### src/rtl/uart_tx_fifo.sv
// uart_tx_fifo: FIFO-buffered RS-232 transmitter with run-time parity select.
// Words are queued with their parity mode and sent back-to-back on tx.
//
// state  | meaning
// -------+--------------------------------------------------
// IDLE   | line idle high, waiting for a queued word
// START  | start bit (0) for one bit period
// DATA   | data bits, LSB first, one bit period each
// PARITY | parity bit of the latched word (even/odd modes only)
// STOP   | stop bit(s) high; pops the next word on the final cycle
module uart_tx_fifo #(
    parameter int CLK_HZ     = 24_000_000,
    parameter int BAUD       = 9600,
    parameter int DATA_BITS  = 8,
    parameter int STOP_BITS  = 1,
    parameter int FIFO_DEPTH = 4
) (
    input  logic                                  clk,
    input  logic                                  rst,
    input  logic [1:0]                            parity_mode,
    input  logic [DATA_BITS-1:0]                  in_data,
    input  logic                                  in_valid,
    output logic                                  in_ready,
    output logic                                  tx,
    output logic                                  busy,
    output logic [$clog2(FIFO_DEPTH+1)-1:0]       fifo_count
);

    localparam int DIV    = (CLK_HZ + BAUD / 2) / BAUD;
    localparam int CNT_W  = $clog2(DIV);
    localparam int AW     = $clog2(FIFO_DEPTH);
    localparam int CW     = $clog2(FIFO_DEPTH + 1);
    localparam int WORD_W = DATA_BITS + 2;
    localparam int BIT_W  = $clog2(DATA_BITS);

    typedef enum logic [2:0] {
        S_IDLE,
        S_START,
        S_DATA,
        S_PARITY,
        S_STOP
    } state_t;

    state_t               state_q, state_d;
    logic [CNT_W-1:0]     baud_q, baud_d;
    logic [BIT_W-1:0]     bit_q, bit_d;
    logic [DATA_BITS-1:0] shift_q, shift_d;
    logic                 par_en_q, par_en_d;
    logic                 par_bit_q, par_bit_d;
    logic                 tx_q, tx_d;

    logic [WORD_W-1:0]    mem_q [FIFO_DEPTH];
    logic [WORD_W-1:0]    mem_d [FIFO_DEPTH];
    logic [AW-1:0]        wr_ptr_q, wr_ptr_d;
    logic [AW-1:0]        rd_ptr_q, rd_ptr_d;
    logic [CW-1:0]        count_q, count_d;

    logic                 full, empty, push, pop, bit_end;
    logic [WORD_W-1:0]    head;
    logic [DATA_BITS-1:0] head_data;
    logic [1:0]           head_mode;

    assign full       = (count_q == CW'(FIFO_DEPTH));
    assign empty      = (count_q == '0);
    assign in_ready   = !full && !rst;
    assign push       = in_valid && in_ready;
    assign head       = mem_q[rd_ptr_q];
    assign head_data  = head[DATA_BITS-1:0];
    assign head_mode  = head[WORD_W-1:DATA_BITS];
    assign bit_end    = (baud_q == CNT_W'(DIV - 1));
    assign tx         = tx_q;
    assign busy       = (state_q != S_IDLE) || !empty;
    assign fifo_count = count_q;

    // FIFO storage, pointers and occupancy; push and pop may share an edge.
    always_comb begin
        mem_d    = mem_q;
        wr_ptr_d = wr_ptr_q;
        rd_ptr_d = rd_ptr_q;
        count_d  = count_q;
        if (push) begin
            mem_d[wr_ptr_q] = {parity_mode, in_data};
            wr_ptr_d        = wr_ptr_q + 1'b1;
        end
        if (pop) begin
            rd_ptr_d = rd_ptr_q + 1'b1;
        end
        case ({push, pop})
            2'b10:   count_d = count_q + 1'b1;
            2'b01:   count_d = count_q - 1'b1;
            default: count_d = count_q;
        endcase
    end

    // Frame sequencing: next state, baud/bit counters, shifter and line level.
    always_comb begin
        state_d   = state_q;
        baud_d    = baud_q + 1'b1;
        bit_d     = bit_q;
        shift_d   = shift_q;
        par_en_d  = par_en_q;
        par_bit_d = par_bit_q;
        pop       = 1'b0;

        case (state_q)
            S_IDLE: begin
                baud_d = '0;
                if (!empty) begin
                    pop = 1'b1;
                end
            end
            S_START: begin
                if (bit_end) begin
                    state_d = S_DATA;
                    baud_d  = '0;
                    bit_d   = BIT_W'(DATA_BITS - 1);
                end
            end
            S_DATA: begin
                if (bit_end) begin
                    baud_d = '0;
                    if (bit_q == '0) begin
                        if (par_en_q) begin
                            state_d = S_PARITY;
                        end else begin
                            state_d = S_STOP;
                            bit_d   = BIT_W'(STOP_BITS - 1);
                        end
                    end else begin
                        shift_d = shift_q >> 1;
                        bit_d   = bit_q - 1'b1;
                    end
                end
            end
            S_PARITY: begin
                if (bit_end) begin
                    state_d = S_STOP;
                    baud_d  = '0;
                    bit_d   = BIT_W'(STOP_BITS - 1);
                end
            end
            S_STOP: begin
                if (bit_end) begin
                    baud_d = '0;
                    if (bit_q == '0) begin
                        if (!empty) begin
                            pop = 1'b1;
                        end else begin
                            state_d = S_IDLE;
                        end
                    end else begin
                        bit_d = bit_q - 1'b1;
                    end
                end
            end
            default: begin
                state_d = S_IDLE;
                baud_d  = '0;
            end
        endcase

        // A pop latches the head word and its parity choice for the whole frame.
        if (pop) begin
            state_d   = S_START;
            baud_d    = '0;
            shift_d   = head_data;
            par_en_d  = (head_mode == 2'b01) || (head_mode == 2'b10);
            par_bit_d = (head_mode == 2'b10) ? ~^head_data : ^head_data;
        end

        case (state_d)
            S_START:  tx_d = 1'b0;
            S_DATA:   tx_d = shift_d[0];
            S_PARITY: tx_d = par_bit_d;
            default:  tx_d = 1'b1;
        endcase
    end

    // Control registers; reset abandons any frame and flushes the FIFO.
    always_ff @(posedge clk) begin
        if (rst) begin
            state_q   <= S_IDLE;
            baud_q    <= '0;
            bit_q     <= '0;
            shift_q   <= '0;
            par_en_q  <= 1'b0;
            par_bit_q <= 1'b0;
            tx_q      <= 1'b1;
            wr_ptr_q  <= '0;
            rd_ptr_q  <= '0;
            count_q   <= '0;
        end else begin
            state_q   <= state_d;
            baud_q    <= baud_d;
            bit_q     <= bit_d;
            shift_q   <= shift_d;
            par_en_q  <= par_en_d;
            par_bit_q <= par_bit_d;
            tx_q      <= tx_d;
            wr_ptr_q  <= wr_ptr_d;
            rd_ptr_q  <= rd_ptr_d;
            count_q   <= count_d;
        end
    end

    // FIFO payload needs no reset; occupancy is governed by the pointers.
    always_ff @(posedge clk) begin
        mem_q <= mem_d;
    end

endmodule

### config.mk
export PLATFORM = sky130hd
export DESIGN_NAME = uart_tx_fifo
export DESIGN_NICKNAME = d
export VERILOG_FILES = /design/src/rtl/uart_tx_fifo.sv
export SDC_FILE = /design/constraint.sdc
export NUM_CORES = 1
export LEC_CHECK = 0
export ABC_AREA = 1
export CORE_MARGIN = 2
export CORE_UTILIZATION = 45
export DETAILED_ROUTE_END_ITERATION = 8
export PLACE_DENSITY = 0.68
export REMOVE_ABC_BUFFERS = 1
export SYNTH_ARGS = -nofsm -noshare
export SYNTH_HDL_FRONTEND = slang
export SYNTH_SLANG_ARGS = --single-unit
### constraint.sdc
create_clock -name clk -period 7.09 [get_ports clk]
set_input_delay 1.418 -clock clk [delete_from_list [all_inputs] [get_ports clk]]
set_output_delay 1.418 -clock clk [all_outputs]
set_load 0.01 [all_outputs]
Word-level counts from Yosys, hierarchy flattened --
Index checks and enable logic that the tools add are counted. W data, S select, Z words.
Operators by class: add/subtract/negate cells 6, order comparisons 3, eq/ne operators 20, mux-type cells 36, bitwise logic cells 3, reductions and logical operators 22
Operators by type and width (number):
- $mux W3 | 16
- $bwmux W40 | 1
- $mux W8 | 4
- $mux W10 | 3
- $bmux W10 S2 | 1
- $demux W10 S2 | 1
- $pmux W3 S5 | 1
- $add A12 B1 Y12 const B | 1
- $eq A12 B12 Y1 const B | 1
- $eq A3 B2 Y1 const B | 4
- $ne A2 B2 Y1 const B | 6
- $pmux W3 S4 | 1
- $logic_not A3 Y1 | 3
- $reduce_or A4 Y1 | 2
- $reduce_xnor A8 Y1 | 1
- $reduce_xor A8 Y1 | 1
- $reduce_and A7 Y1 | 1
- $eq A3 B1 Y1 const B | 2
- $eq A3 B3 Y1 const B | 2
- $ge A3 B3 Y1 const B | 2
- $not A2 Y3 | 2
- $pmux W3 S2 | 1
- $reduce_bool A2 Y1 | 3
- $sub A3 B1 Y3 const B | 2
- 16 further kinds | 28
Word-level totals: bits in registers 76, output and inout port bits 6, logic and storage cells 105

Depth between registers and ports, before layout --
Gate-level depths: netlist of the first run.
depth in word-level cells 8, mapped depth 17

Worst setup path before layout of the first run --
Ideal clock, no wire load.
path kind input -> output, from in rst, to out in_ready, data arrival time 1.849 ns, data required time 5.672 ns, path slack 3.823 ns, stages on the path 2, buffers on the path 1, cell sequence clkbuf_1 > a31oi_1
Between the ends: word-level cells in the longest chain between the ends 2
RTL lines:
- start: declaration | RTL line 19 | input logic rst,
- $logic_not A1 Y1 | RTL line 65 | assign in_ready = !full && !rst;
- $logic_and A1 B1 Y1 | RTL line 65
- end: declaration | RTL line 23 | output logic in_ready,
Every way passes these cells.

Worst setup path in the final report of the first run --
Same ends and word-level chain as after synthesis.

==> flow_summary.yaml, run 1 <==
clock_tree:
  clkSlewWorstSetupHoldPaths_ns: 0.08
  htree_levels: 3
  cts_buffers: 9
  hold_buffers: 0
  cts.sinks: 76
  cts_tree: "built"
  clock_latency_ns: 0.35
  clock-root-buffer: "clkbuf_8"
  clockBufferDepth: 2
  post_cts_buffers: 0
  cts_resized: 0
worst_hold_path:
  hold_path_end: "baud_q[0]"
  holdCritPathClass: "reg -> reg"
  hold_depth: 1
  hold_start: "baud_q[0]"
critical_path:
  critPathRequiredTime_ns: 5.67
  crit_chain: "clkdlybuf4s50_1 > a31oi_1 > clkdlybuf4s50_1"
  reg2reg_depth: 14
  critPathCaptureType: "primary output"
  critPathMostFrequentCell: "clkdlybuf4s50_1"
  critPathKind: "in -> out"
  worstSetupStartpointType: "input port"
  rrSetupSlack_ns: 4.40
  worst_ep_arrival_time_ns: 3.12
  r2r_end: "fifo_count[2]"
  worstPathMaxFanout: 17
  slowest_stage: "clkdlybuf4s50_1"
  cpPeakStageDelay_ns: 0.77
  r2r-start: "baud_q[0]"
logic_synthesis:
  synth_edf_count: 40
  syn_area_um2: 3520
  synth_top_cell_by_area: "edfxtp_1"
  synth-async-reset-ratio_pct: 0
  syn_avg_cell_area_um2: 8.58
  ys_seq_area_share_pct: 54.6
  syn_inst: 410
  synth_top_area_share_pct: 34.2
  synth_warnings: 0
  synth_ff_type: "edfxtp_1"
  synthTopCellsByArea: "edfxtp_1, dfxtp_1, nand2_1, nand3_1, inv_1"
  yosysUniqueCellTypes: 33
  ys_ff_latch: 76
power_and_ir_drop:
  power_leakage_uw: 0.00154
  internal_power_uw: 840
  p_comb_share_pct: 32.5
  switching_share_pct: 36.2
  switchingPower_uw: 476
  powerDensity_nw_per_um2: 332
  seqPwrFrac_pct: 42.5
  ir_worst_vdd_v: 0.000182
  pwr-share-clk_pct: 25.0
route:
  drt-total-wl_um: 6410
  drc_errors: 0
  drt-wirelength-per-cell_um: 12.0
  firstDrtPassIters: 4
  antenna_left: 0
  vias: 2642
  drt_iter0_markers: 103
  vias_per_cell: 4.94
die:
  io_pins: 19
  die_w_um: 92.4
  die_area_um2: 8540
  rows: 32
  start_util_pct: 46.0
  fp.coreArea_um2: 7650
  fp.dieH_um: 92.4
grt:
  grt_pass1_vias: 2543
  overflow: 0
  grt_usage_pct: 16.3
  grt_max_degree: 24
  grt_pass1_wl_um: 10800
  antenna_found_initial: 0
timing:
  min_period_ns: 4.54
  maxSlewViolCount: 0
  relSlewSlack_pct: 35.6
  finalHoldViolCount: 0
  clock_skew_ns: 0.0129
  timing.final.crit_share_pct: 64.0
  fin_setup_tns_ns: 0
  tightest_slew_ns: 0.963
  fmax_mhz: 220
  rsz0062_at_grt: "no"
  setup_viol: 0
placed_design:
  hpwl_um: 4470
  dpl_cell_area_um2: 3760
  gp_congestion: 0.763
  port_buffers: 18
finish:
  diodes: 0
  fill_cells: 712
  final-seq-area_um2: 1920
  final_common_cell: "nand2_1"
  design_area_um2: 3960
  fin_util_pct: 51.8
  multiInputGateArea_um2: 1370
  final_cell_mix: "nand2_1, inv_1, nor2_1"
  num-nets-final: 451
  syn2layout_area_growth_pct: 12.6
  drive_above_1_share_pct: 6.24
run:
  cap_violations: 0
status:
  status: "finished, final reports clean"
## state kept, by name, summed over array words and instances, names as in the netlist, 2 cells and up
signal,count
bit_q,3
fifo_count,3
wr_ptr_q,2
state_q,3
baud_q,12
mem_q,40
rd_ptr_q,2
shift_q,8
## power by group through the flow
stage	Clock, µW	Combinational, µW	Sequential (µW)
finish	329	427	559
global route	354	502	567
global placement	0	418	569
CTS	338	431	560
floorplan	0	313	560
detailed placement	0	429	569
## stage by stage
stage	worst slack, ns	hold slack, ns	power [µW]	instances
6_report	2.55	0.465	1320	535
5_1_grt	2.40	0.478	1420	535
4_1_cts	2.56	0.459	1330	535
3_5_place_dp	2.56	0.440	998	519
3_3_place_gp	2.51	0.429	987	519
2_1_floorplan	3.99	0.418	874	399
## metal layers
metal  up-vias  wire length, µm  track usage [%]
li1       1386                -                -
met1      1206             2940             18.1
met2        44             3160             29.1
met3         6              237             4.15
met4         0               74             7.71
met5         -                0                0
## how the worst max path moves through the flow
stage / from / endpoint / slack, ns / cells after the start
2_1_floorplan: rst / in_ready / 3.99 / 1
3_3_place_gp: rst / in_ready / 2.51 / 3
3_5_place_dp: rst / in_ready / 2.56 / 3
4_1_cts: rst / in_ready / 2.56 / 3
5_1_grt: rst / in_ready / 2.40 / 3
6_report: rst / in_ready / 2.55 / 3
## cell type report
cell class / instances / share of cell area (%)
Clock buffer: 9 / 3.13
Clock inverter: 7 / 1.93
Inverter: 44 / 4.17
Multi-Input combinational cell: 279 / 34.5
Sequential cell: 76 / 48.5
Tap cell: 102 / 3.22
Timing Repair Buffer: 18 / 4.55
## Yosys cell counts, types with 2 or more instances
library cell and n:
nand2_1 116, inv_1 42, nor2_1 41, edfxtp_1 40, dfxtp_1 36, nand3_1 34
a21oi_1 25, o21ai_0 20, ha_1 9, clkbuf_1 4, nand2_2 4, nor3_1 4
a211oi_1 3, buf_2 3, buf_4 3, nor3b_1 3, xor2_1 3, a31oi_1 2
inv_2 2, nand4_1 2, xnor2_1 2
## worst max-delay path: cells and delay by family
kind                   cells  cell delay (ns)
AO/OA/AOI/OAI              1             0.35
buffers and inverters      2             1.35
## kinds of logic after synthesis
| group | after synthesis | share of synthesized area (%) |
|---|---|---|
| xor+xnor | 5 | 1.25 |
| simple gates | 210 | 25.2 |
| compound gates | 54 | 8.61 |
| flops | 76 | 54.6 |
| fa+ha+maj | 10 | 3.77 |
| buf+inv | 55 | 6.51 |
Power figures use the tool's default switching activity.
==> run 2: changes to the inputs <==
--- a/config.mk
+++ b/config.mk
@@ -9,7 +9,7 @@
 export CORE_MARGIN = 2
 export CORE_UTILIZATION = 45
 export DETAILED_ROUTE_END_ITERATION = 8
-export PLACE_DENSITY = 0.68
+export PLACE_DENSITY = 0.7
 export REMOVE_ABC_BUFFERS = 1
 export SYNTH_ARGS = -nofsm -noshare
 export SYNTH_HDL_FRONTEND = slang
==> constraint.sdc (replaced) <==
create_clock -name clk -period 4.1 [get_ports clk]
set_input_delay 0.82 -clock clk [delete_from_list [all_inputs] [get_ports clk]]
set_output_delay 0.82 -clock clk [all_outputs]
set_load 0.01 [all_outputs]
==> run 2 against run 1 <==
Sequential power increased by 69%; core utilization shrank 0.11 points; critical path depth unchanged; register-to-register slack worse by 3.1 ns; wire length up 2.2%; global-route usage grew 0.48 points; combinational power grew 81%; worst setup slack got worse by 1.4 ns; flip-flop and latch count did not move; die area unchanged.
==> flow_summary.yaml, run 2 (synthesized netlist as in run 1, its figures left out) <==
grt:
  grt_usage_pct: 16.8
  grt_max_degree: 24
  grt_pass1_vias: 2524
  antenna_found_initial: 0
  grt_pass1_wl_um: 11200
  overflow: 0
die:
  start_util_pct: 46.0
  fp.coreArea_um2: 7650
  fp.dieH_um: 92.4
  die_w_um: 92.4
  io_pins: 19
  rows: 32
  die_area_um2: 8540
placed_design:
  port_buffers: 18
  gp_congestion: 0.718
  dpl_cell_area_um2: 3780
  hpwl_um: 4590
  post-place-ws_ns: 1.14
finish:
  top_regs: "mem_q (40), baud_q (12), shift_q (8)"
  drive_above_1_share_pct: 6.67
  diodes: 0
  largest_reg_flops: 40
  fin_util_pct: 51.7
  final_common_cell: "nand2_1"
  final_cell_mix: "nand2_1, inv_1, nor2_1"
  syn2layout_area_growth_pct: 12.4
  design_area_um2: 3950
  num-nets-final: 453
  regMostFlops: "mem_q"
route:
  drc_errors: 0
  firstDrtPassIters: 4
  drt-total-wl_um: 6550
  wl_met3_um: 251
  drt_iter0_markers: 154
  wl_met2_um: 3140
  vias: 2657
  m1WireLength_um: 3050
  vias_per_cell: 4.95
  routed.top_layer: "met4"
  drt-wirelength-per-cell_um: 12.2
  antenna_left: 0
clock_tree:
  cts_resized: 0
  htree_levels: 3
  cts.sinks: 76
  hold_buffers: 0
  post_cts_buffers: 0
  clock-root-buffer: "clkbuf_8"
  cts_buffers: 9
  clkSlewWorstSetupHoldPaths_ns: 0.08
  clock_latency_ns: 0.36
  cts_tree: "built"
  clockBufferDepth: 2
worst_hold_path:
  holdCritPathClass: "reg -> reg"
timing:
  min_period_ns: 2.91
  tightest_slew_ns: 0.938
  fmax_mhz: 344
  setup_ws_ns: 1.19
  finalHoldViolCount: 0
  relSlewSlack_pct: 37.2
  timing.final.crit_share_pct: 71.0
  clock_skew_ns: 0.00895
  rsz0062_at_grt: "no"
  setup_viol: 0
  fin_setup_tns_ns: 0
  holdWs_ns: 0.451
  maxSlewViolCount: 0
status:
  status: "finished, final reports clean"
critical_path:
  worst_ep_arrival_time_ns: 2.09
  critPathRequiredTime_ns: 3.28
  critPathKind: "in -> out"
  worstPathMaxFanout: 2
  critPathCaptureType: "primary output"
  worstSetupStartpointType: "input port"
run:
  cap_violations: 0
power_and_ir_drop:
  p_comb_share_pct: 34.8
  pwr-share-clk_pct: 22.9
  internal_power_uw: 1400
  powerDensity_nw_per_um2: 564
  seqPwrFrac_pct: 42.4
  switchingPower_uw: 831
  power_leakage_uw: 0.00154
  ir_worst_vdd_v: 0.000277
  switching_share_pct: 37.3
==> run 2: worst paths after layout <==
| kind | start | end | slack [ns] | cells after the start |
|---|---|---|---|---|
| worst min register to register | baud_q[0] | baud_q[0] | 0.45 | 1 |
| worst max register to register | baud_q[0] | fifo_count[2] | 1.32 | 14 |
| worst min-delay path | baud_q[0] | baud_q[0] | 0.45 | 1 |
| worst max-delay path | rst | in_ready | 1.19 | 3 |
==> run 2: area by class of cell <==
cell class,count,area (µm²)
well taps,102,128
repair buffers,20,195
clock buffers,10,128
inverters,44,165
flip-flops and latches,76,1920
multi-input cells,279,1370
fillers,704,3690
clock inverters,6,48.8
==> run 2: power groups by stage <==
stage	Clock (µW)	Combinational, µW	Sequential, µW
final	510	775	945
after detailed placement	0	782	960
after global placement	0	752	957
after floorplan	0	542	969
after CTS	527	786	944
after global routing	552	909	953
==> run 2: worst max-delay path, cell delays in order <==
cell and delay (ns):
clkdlybuf4s50_1 0.49, a31oi_1 0.22, clkdlybuf4s50_1 0.57
==> run 2: per-stage QoR <==
| step | cells | total power, µW |
|---|---|---|
| 6_report | 537 | 2230 |
| 5_1_grt | 537 | 2410 |
| 4_1_cts | 537 | 2260 |
| 3_5_place_dp | 521 | 1740 |
| 3_3_place_gp | 521 | 1710 |
| 2_1_floorplan | 399 | 1510 |
==> run 2: metal layers <==
metal | vias up | GRT usage, %
met5 | - | 0
met4 | 0 | 6.22
met3 | 9 | 5.37
met2 | 40 | 28.2
met1 | 1217 | 20.2
li1 | 1391 | -
==> run 3: changes to the inputs <==
--- a/config.mk
+++ b/config.mk
@@ -9,7 +9,7 @@
 export CORE_MARGIN = 2
 export CORE_UTILIZATION = 45
 export DETAILED_ROUTE_END_ITERATION = 8
-export PLACE_DENSITY = 0.7
+export PLACE_DENSITY = 0.68
 export REMOVE_ABC_BUFFERS = 1
 export SYNTH_ARGS = -nofsm -noshare
 export SYNTH_HDL_FRONTEND = slang
==> constraint.sdc (replaced) <==
create_clock -name clk -period 2.72 [get_ports clk]
set_input_delay 0.544 -clock clk [delete_from_list [all_inputs] [get_ports clk]]
set_output_delay 0.544 -clock clk [all_outputs]
set_load 0.01 [all_outputs]
==> run 3 against run 2 <==
Highest routed layer unchanged; hold slack better by 0.0058 ns; cell area up 1.6%; largest power group unchanged; global-route usage down 0.055 points; register-to-register slack worse by 1.1 ns.
==> flow_summary.yaml, run 3 (synthesized netlist as in run 1, its figures left out) <==
critical_path:
  slowest_stage: "fa_1"
  critPathRequiredTime_ns: 2.95
  rrSetupSlack_ns: 0.24
  critPathKind: "reg -> reg"
  cpPeakStageDelay_ns: 0.37
  reg2reg_depth: 14
  crit_end: "fifo_count[2]"
  crit_chain: "ha_1 > nand2_1 > nor3_1 > nand2_2 > o21bai_4 > nand2_2 > inv_2 > ha_1 > inv_1 > fa_1 > a21oi_1 > o21ai_0 > o21ai_0 > a21oi_1"
  startpoint: "baud_q[0]"
  worstSetupStartpointType: "register"
  r2r_end: "fifo_count[2]"
  r2r-start: "baud_q[0]"
  worst_ep_arrival_time_ns: 2.71
  worstPathMaxFanout: 8
  critPathCaptureType: "register"
route:
  firstDrtPassIters: 5
  antenna_left: 0
  drt-total-wl_um: 6620
  drt_iter0_markers: 101
  vias: 2744
  drt-wirelength-per-cell_um: 12.1
  drc_errors: 0
  vias_per_cell: 5.03
timing:
  relSlewSlack_pct: 68.3
  tightest_slew_ns: 0.474
  fin_setup_tns_ns: 0
  maxSlewViolCount: 0
  fmax_mhz: 404
  clock_skew_ns: 0.00941
  setup_viol: 0
  finalHoldViolCount: 0
  rsz0062_at_grt: "no"
  holdWs_ns: 0.457
  min_period_ns: 2.48
  timing.final.crit_share_pct: 91.1
placed_design:
  port_buffers: 18
  dpl_cell_area_um2: 3830
  gp_congestion: 0.753
  hpwl_um: 4580
  dpl.cell_count: 528
worst_hold_path:
  hold_depth: 1
  holdCritPathClass: "reg -> reg"
die:
  fp.dieH_um: 92.4
  io_pins: 19
  rows: 32
  fp.coreArea_um2: 7650
  start_util_pct: 46.0
  die_w_um: 92.4
  die_area_um2: 8540
finish:
  fill_cells: 721
  finalNonFillerCells: 546
  final_common_cell: "nand2_1"
  drive_above_1_share_pct: 8.56
  syn2layout_area_growth_pct: 14.1
  diodes: 0
  largest_reg_flops: 40
  regMostFlops: "mem_q"
  top_regs: "mem_q (40), baud_q (12), shift_q (8)"
  num-nets-final: 462
  final_cell_mix: "nand2_1, inv_1, nor2_1, edfxtp_1, dfxtp_1"
  design_area_um2: 4010
clock_tree:
  cts_buffers: 9
  clock_latency_ns: 0.34
  cts.sinks: 76
  cts_tree: "built"
  clkSlewWorstSetupHoldPaths_ns: 0.09
  hold_buffers: 0
  clock-root-buffer: "clkbuf_8"
  htree_levels: 3
  clockBufferDepth: 2
power_and_ir_drop:
  seqPwrFrac_pct: 42.0
  switching_share_pct: 37.0
  ir_worst_vdd_v: 0.000512
  internal_power_uw: 2120
  switchingPower_uw: 1240
  powerDensity_nw_per_um2: 837
  p_comb_share_pct: 36.0
  pwr-share-clk_pct: 22.0
  power_leakage_uw: 0.00157
status:
  status: "finished, final reports clean"
run:
  cap_violations: 0
grt:
  grt_usage_pct: 16.8
  use_met1_pct: 19.9
  met2_usage_pct: 29.7
  grt_pass1_vias: 2575
  overflow: 0
  grt-busiest-layer: "met2"
  grt_max_degree: 23
  antenna_found_initial: 0
  use_met3_pct: 3.82
  grt_pass1_wl_um: 11300
-- run 3: worst max-delay path: cells and delay by family (launching register included) --
family	cells	cell delay, ns
and+or+nand+nor	4	0.47
buffers and inverters	2	0.20
DFF	1	0.36
AOI/OAI and AO/OA	5	0.64
adders and majority gates	3	0.72
-- run 3: worst min path at each step --
stage,start,slack [ns],end
final,baud_q[0],0.46,baud_q[0]
after global routing,baud_q[0],0.46,baud_q[0]
after CTS,baud_q[0],0.46,baud_q[0]
after detailed placement,baud_q[0],0.44,baud_q[0]
after global placement,baud_q[0],0.43,baud_q[0]
after floorplan,baud_q[0],0.42,baud_q[0]
-- run 3: routing by layer --
metal	share of wire (%)	routed length, µm	vias to the layer above
li1	-	-	1400
met1	45	2980	1279
met2	50	3320	56
met3	4.0	265	9
met4	0.83	55	0
met5	0	0	-
-- run 3: power by group through the flow --
stage                     Combinational (µW)  Sequential (µW)  Clock (µW)
after floorplan                          817             1460           0
after global placement                  1180             1430           0
after detailed placement                1210             1440           0
after CTS                               1220             1410         756
after global routing                    1400             1430         801
final                                   1210             1410         740
-- run 3: area by class of cell --
type | count | area, µm² | share of cell area (%)
sequential | 76 | 1920 | 47.9
clock buffer | 9 | 124 | 3.09
timing repair buffer | 29 | 263 | 6.55
tap | 102 | 128 | 3.18
clock inverter | 7 | 43.8 | 1.09
inverter | 44 | 165 | 4.11
multi-input combinational | 279 | 1370 | 34.1
-- run 3: stage by stage --
stage                     setup slack (ns)  util, %  total power [µW]
after detailed placement             0.188     50.1              2650
after global placement               0.284     50.1              2610
after CTS                            0.180     52.3              3380
final                                0.243     52.5              3360
after floorplan                      0.343        -              2280
after global routing                0.0210     52.5              3630
-- run 3: timing repair --
| action | 4_1_cts | 5_1_grt |
|---|---|---|
| setup buffers | 0 | 2 |
| setup endpoints to repair | 0 | 1 |
| gates resized for setup | 0 | 1 |
